<file path="src/rtl/bist_pkg.sv">
// Shared BIST definitions: scheduler state encoding, default signature width
// and golden-signature slice indexing. Also used by the BIST controller.
package bist_pkg;

  localparam int STATE_W   = 3;
  localparam int DEF_SIG_W = 16;

  typedef enum logic [STATE_W-1:0] {
    IDLE_S   = 3'd0,
    LAUNCH_S = 3'd1,
    WAIT_S   = 3'd2,
    CHECK_S  = 3'd3,
    NEXT_S   = 3'd4,
    DONE_S   = 3'd5
  } bist_state_t;

  // LSB position of CUT 'cut' inside the packed golden-signature vector.
  function automatic int golden_lsb(input int cut, input int sig_w);
    return cut * sig_w;
  endfunction

endpackage

</file>
<file path="src/rtl/bist_watchdog.sv">
// Session watchdog: counts enabled cycles from a clear and flags when the
// count reaches TIMEOUT, i.e. after TIMEOUT+1 enabled-or-expired cycles.
module bist_watchdog #(
  parameter int TIMEOUT = 1023
) (
  input  logic clk,
  input  logic reset,
  input  logic clear,
  input  logic en,
  output logic expired
);

  localparam int TW = $clog2(TIMEOUT + 1);

  logic [TW-1:0] timer;

  // NOTE: sequential state is written with non-blocking assignments only, so
  // every flop samples the pre-edge values regardless of block ordering.
  always_ff @(posedge clk) begin
    if (reset || clear) begin
      timer <= '0;
    end else if (en && !expired) begin
      timer <= timer + TW'(1);
    end
  end

  assign expired = (timer == TW'(TIMEOUT));

endmodule

</file>
<file path="src/rtl/bist_scheduler.sv">
// Schedules BIST sessions over NUM_CUT CUTs sharing one BIST engine and
// accumulates a per-CUT pass mask. Optional retry: define BIST_SCHED_RETRY_EN.
module bist_scheduler
  import bist_pkg::*;
#(
  parameter int NUM_CUT = 4,
  parameter int SIG_W   = DEF_SIG_W,
  parameter int TIMEOUT = 1023
) (
  input  logic                       clk,
  input  logic                       reset,
  input  logic                       start,
  input  logic [NUM_CUT*SIG_W-1:0]   golden,
  input  logic                       sess_end,
  input  logic [SIG_W-1:0]           signature,
  output logic                       sess_start,
  output logic [$clog2(NUM_CUT)-1:0] cut_sel,
  output logic                       busy,
  output logic                       done,
  output logic [NUM_CUT-1:0]         pass_mask,
  output logic                       all_pass,
  output logic                       timeout_err
`ifdef BIST_SCHED_RETRY_EN
  ,
  output logic [NUM_CUT-1:0]         retry_mask
`endif
);

  localparam int CUT_W = $clog2(NUM_CUT);

  bist_state_t      state, state_nxt;
  logic [SIG_W-1:0] sig_q;
  logic             expired, timer_clear, timer_en;
  logic             sig_match, last_cut, retried;

  bist_watchdog #(.TIMEOUT(TIMEOUT)) u_watchdog (
    .clk     (clk),
    .reset   (reset),
    .clear   (timer_clear),
    .en      (timer_en),
    .expired (expired)
  );

  assign sig_match = (sig_q == golden[golden_lsb(int'(cut_sel), SIG_W) +: SIG_W]);
  assign last_cut  = (cut_sel == CUT_W'(NUM_CUT - 1));

  // A failure is final once the CUT has used its retry; without retry every
  // failure is final.
`ifdef BIST_SCHED_RETRY_EN
  assign retried = retry_mask[cut_sel];
`else
  assign retried = 1'b1;
`endif

  always_ff @(posedge clk) begin
    if (reset) state <= IDLE_S;
    else       state <= state_nxt;
  end

  // NOTE: every signal written here gets a default first, so no path can
  // leave one unassigned and infer a latch.
  always_comb begin
    state_nxt   = state;
    timer_clear = 1'b0;
    timer_en    = 1'b0;
    case (state)
      IDLE_S:   if (start) state_nxt = LAUNCH_S;
      LAUNCH_S: begin
        timer_clear = 1'b1;
        state_nxt   = WAIT_S;
      end
      WAIT_S: begin
        if (sess_end)     state_nxt = CHECK_S;
        else if (expired) state_nxt = retried ? NEXT_S : LAUNCH_S;
        else              timer_en  = 1'b1;
      end
      CHECK_S:  state_nxt = (sig_match || retried) ? NEXT_S : LAUNCH_S;
      NEXT_S:   state_nxt = last_cut ? DONE_S : LAUNCH_S;
      DONE_S:   state_nxt = IDLE_S;
      default:  state_nxt = IDLE_S;
    endcase
  end

  always_ff @(posedge clk) begin
    if (reset) begin
      cut_sel     <= '0;
      pass_mask   <= '0;
      timeout_err <= 1'b0;
      all_pass    <= 1'b0;
      sig_q       <= '0;
    end else begin
      case (state)
        IDLE_S: if (start) begin
          cut_sel     <= '0;
          pass_mask   <= '0;
          timeout_err <= 1'b0;
          all_pass    <= 1'b0;
        end
        WAIT_S: begin
          if (sess_end) begin
            sig_q <= signature;
          end else if (expired && retried) begin
            pass_mask[cut_sel] <= 1'b0;
            timeout_err        <= 1'b1;
          end
        end
        CHECK_S: if (sig_match || retried) pass_mask[cut_sel] <= sig_match;
        NEXT_S: begin
          if (last_cut) all_pass <= &pass_mask && !timeout_err;
          else          cut_sel  <= cut_sel + CUT_W'(1);
        end
        default: ;
      endcase
    end
  end

`ifdef BIST_SCHED_RETRY_EN
  logic retry_set;

  assign retry_set = !retried &&
                     (((state == WAIT_S) && !sess_end && expired) ||
                      ((state == CHECK_S) && !sig_match));

  always_ff @(posedge clk) begin
    if (reset)                         retry_mask          <= '0;
    else if ((state == IDLE_S) && start) retry_mask        <= '0;
    else if (retry_set)                retry_mask[cut_sel] <= 1'b1;
  end
`endif

  assign sess_start = (state == LAUNCH_S);
  assign busy       = (state != IDLE_S);
  assign done       = (state == DONE_S);

endmodule
</file>
<file path="config.mk">
export PLATFORM = sky130hd
export DESIGN_NAME = bist_scheduler
export DESIGN_NICKNAME = d
export VERILOG_FILES = /design/src/rtl/bist_pkg.sv /design/src/rtl/bist_watchdog.sv /design/src/rtl/bist_scheduler.sv
export SDC_FILE = /design/constraint.sdc
export NUM_CORES = 1
export LEC_CHECK = 0
export CELL_PAD_IN_SITES_DETAIL_PLACEMENT = 1
export CELL_PAD_IN_SITES_GLOBAL_PLACEMENT = 2
export CORE_UTILIZATION = 25
export DETAILED_ROUTE_END_ITERATION = 12
export HOLD_SLACK_MARGIN = 0.1
export PLACE_DENSITY_LB_ADDON = 0.1
export SLEW_MARGIN = 20
export SYNTH_ARGS = -nofsm -noshare
export SYNTH_HDL_FRONTEND = slang
export SYNTH_SLANG_ARGS = --single-unit
export TNS_END_PERCENT = 30
</file>
<file path="constraint.sdc">
create_clock -name clk -period 2.21 [get_ports clk]
set_clock_uncertainty 0.15 [all_clocks]
set_input_delay 0.663 -clock clk [delete_from_list [all_inputs] [get_ports clk]]
set_output_delay 0.663 -clock clk [all_outputs]
set_load 0.1 [all_outputs]
</file>
==> flow_summary.json <==
{
  "ant_nets": 0,
  "fp.coreArea_sq_um": 8850,
  "reg2regPathDepth": 6,
  "crit_buf_inv": 1,
  "yosysTopAreaCellShare": 0.321,
  "grt_overflow_total": 0,
  "worstMarginPinSlew_ps": 624,
  "port_buffers": 94,
  "numPlacedInstances": 460,
  "htree_levels": 2,
  "whs_endpoint": "sig_q[14]",
  "final.setup.worst_slack_ps": -2.27,
  "grt_pass1_wl_mm": 12.2,
  "synth_top_cell_by_area": "dfxtp_1",
  "startpoint_type": "primary input",
  "viasPerCell": 4.76,
  "via_count": 2247,
  "p_seq_frac": 0.384,
  "outcome": "finished with violations",
  "r2r_setup_slack_ps": 50,
  "clk_pin_slew_worst_paths_ps": 80,
  "synth.distinct_cells": 44,
  "cts-root-buf": "clkbuf_8",
  "hold_ws_ps": 320,
  "gp_congestion": 0.701,
  "postSynthCellCount": 247,
  "setup.worst_path.start": "sess_end",
  "ys_warn_count": 0,
  "seq_area_frac_synth": 0.321,
  "crit_slowest_cell": "clkdlybuf4s50_1",
  "nNetsFinal": 452,
  "max_cap_viol_count": 0,
  "dp_hpwl_mm": 5.91,
  "synth_xor_area_frac": 0.0910,
  "place_ws_ps": -452,
  "path_cells": "clkdlybuf4s50_1 -> nor4b_4 -> o31ai_4 -> or3_1 -> a21oi_1",
  "leakage_nw": 1.46,
  "slowest_delay_ps": 520,
  "place_area_sq_um": 3620,
  "cts_buffer_depth": 2,
  "io_pins": 95,
  "switchingPower_mw": 0.518,
  "clkSinkCount": 37,
  "synth.area.mux_share": 0.170,
  "endpoint_kind": "flop",
  "cp_data_required_time_ps": 2280,
  "ys_ff_latch": 37,
  "dieArea_sq_um": 9630,
  "hp-start": "sig_q[14]",
  "synth_compound_area_frac": 0.0980,
  "numCtsBuffers": 5,
  "syn_area_per_cell_sq_um": 9.36,
  "finalSetupViolCount": 1,
  "die_w_microns": 98.1,
  "area_growth_pct": 66.9,
  "seqCellArea_sq_um": 753,
  "r2r-end": "pass_mask[3]",
  "design_area_sq_um": 3860,
  "hold_violations": 0,
  "maxSlewViolCount": 0,
  "synthTopCellsByArea": "dfxtp_1 32%, mux4_2 9.7%, mux4_1 6.8%",
  "rows": 34,
  "worstHoldPathType": "reg2reg",
  "max_slew_margin": 0.584,
  "final_core_util": 0.436,
  "fin_setup_tns_ps": -2.27,
  "min_period_ps": 2210,
  "start_util": 0.261,
  "antenna_found_initial": 0,
  "p_per_area_nw_per_um2": 479,
  "irDropWorstVdd_mv": 0.216,
  "drc_errors": 0,
  "synth-simple-area-share": 0.240,
  "drive_gt1_frac": 0.253,
  "antennaDiodeCount": 0,
  "multi_input_area_sq_um": 1570,
  "cts_tree": "yes",
  "combPwrFrac": 0.252,
  "crit_arrival_ps": 2290,
  "critical_path_class": "in2reg",
  "violations": "negative setup slack",
  "clkLatencyLatePin_ps": 290,
  "n_fill_cell": 1002,
  "grtUsageTotal": 0.163,
  "grt_max_degree": 23,
  "dr.pass1.iters": 6,
  "rr_startpoint": "cut_sel[0]",
  "cp_top_family": "simple AND/OR/NAND/NOR gates",
  "synthAdderAreaFrac": 0.0271,
  "netlist_area_sq_um": 2310,
  "synth_nets": 336,
  "drt_wl_total_mm": 7.63,
  "cts_hold_buf": 0,
  "worstHoldPathCells": 2,
  "rsz0062_at_grt": "true",
  "wl_per_cell_microns": 16.2,
  "worstPathMaxFanout": 9,
  "die_h_microns": 98.1,
  "fin_crit_sh": 1.00,
  "synth_top_family_by_area": "simple AND/OR/NAND/NOR gates",
  "clock_power_share": 0.364,
  "p_total_mw": 1.85,
  "fmax_mhz": 452,
  "drtIter0Drc": 62,
  "first_global_vias": 2411,
  "p_sw_frac": 0.280,
  "final_cells": 472,
  "p_int_mw": 1.33
}
## cells by family after synthesis
family	Yosys count
AOI/OAI and AO/OA	41
xor gates and xnor gates	24
adders and majority gates	5
buffers and inverters	21
DFF	37
muxes	17
and+or+nand+nor	102
## per-layer routing
layer | track usage | share of wire | wire, microns | up-vias
met4 | 0.0413 | 0.010 | 77 | 0
met3 | 0.0301 | 0.029 | 222 | 8
li1 | - | - | - | 1098
met2 | 0.278 | 0.50 | 3850 | 45
met5 | 0 | 0 | 0 | -
met1 | 0.213 | 0.46 | 3480 | 1096
## state kept, by name, summed over array words and instances, names as in the netlist
| name | count |
|---|---|
| pass_mask | 4 |
| sig_q | 16 |
| all_pass | 1 |
| timeout_err | 1 |
| state | 3 |
| cut_sel | 2 |
| u_watchdog.timer | 10 |
## power groups by stage
| stage | sequential, mW | combinational, mW | clock (mW) |
|---|---|---|---|
| 2_1_floorplan | 0.735 | 0.198 | 0 |
| 3_3_place_gp | 0.720 | 0.465 | 0 |
| 3_5_place_dp | 0.720 | 0.473 | 0 |
| 4_1_cts | 0.708 | 0.468 | 0.688 |
| 5_1_grt | 0.712 | 0.495 | 0.714 |
| 6_report | 0.709 | 0.465 | 0.672 |
## worst max-delay path by stage
stage,cells past startpoint,endpoint
2_1_floorplan,7,pass_mask[0]
3_3_place_gp,6,pass_mask[0]
3_5_place_dp,6,pass_mask[3]
4_1_cts,6,pass_mask[3]
5_1_grt,6,pass_mask[1]
6_report,5,u_watchdog.timer[3]
## cells in the mapped netlist (all sizes together)
cell type	n
a211o	1
a21oi	22
a22oi	1
a311oi	1
and2	1
and3	3
and3b	1
buf	3
clkbuf	10
dfxtp	37
ha	5
inv	8
mux2i	1
mux4	16
nand2	37
nand3	4
nand3b	4
nand4	3
nor2	19
nor2b	6
nor3	10
nor3b	2
nor4	6
nor4b	1
o211ai	1
o21ai	11
o21bai	2
o22ai	1
o31ai	1
or2	1
or3	3
or3b	1
xnor2	7
xor2	17
## what timing repair did
action                                  4_1_cts  5_1_grt
endpoints found under the setup margin       15       12
pin swaps                                    15        7
setup buffers                                 3        1
resized for setup                            74        9
## final cells by class
class	instances	share of cell area
flip-flops and latches	37	0.195
clock buffers	6	0.0243
well taps	108	0.0350
clock inverters	2	0.00909
repair buffers	122	0.322
multi-input cells	189	0.407
inverters	8	0.00779
## cells in the final DEF, fill, tap and decap left out, drive strengths merged, types with 11 or more instances in the layout
master and instances:
xor2 17, dlygate4sd2 48, nor2 19, a21oi 22, dfxtp 37, clkdlybuf4s50 35
nand2 37, mux4 16, buf 39, o21ai 11
## worst register-to-register path, cell delays in order (launching register included)
cell,delay (ps)
dfxtp_4,430
buf_6,130
mux4_2,520
xor2_2,210
nor4_4,280
nand4_2,210
o21ai_1,170
(Power assumes the default switching activity.)
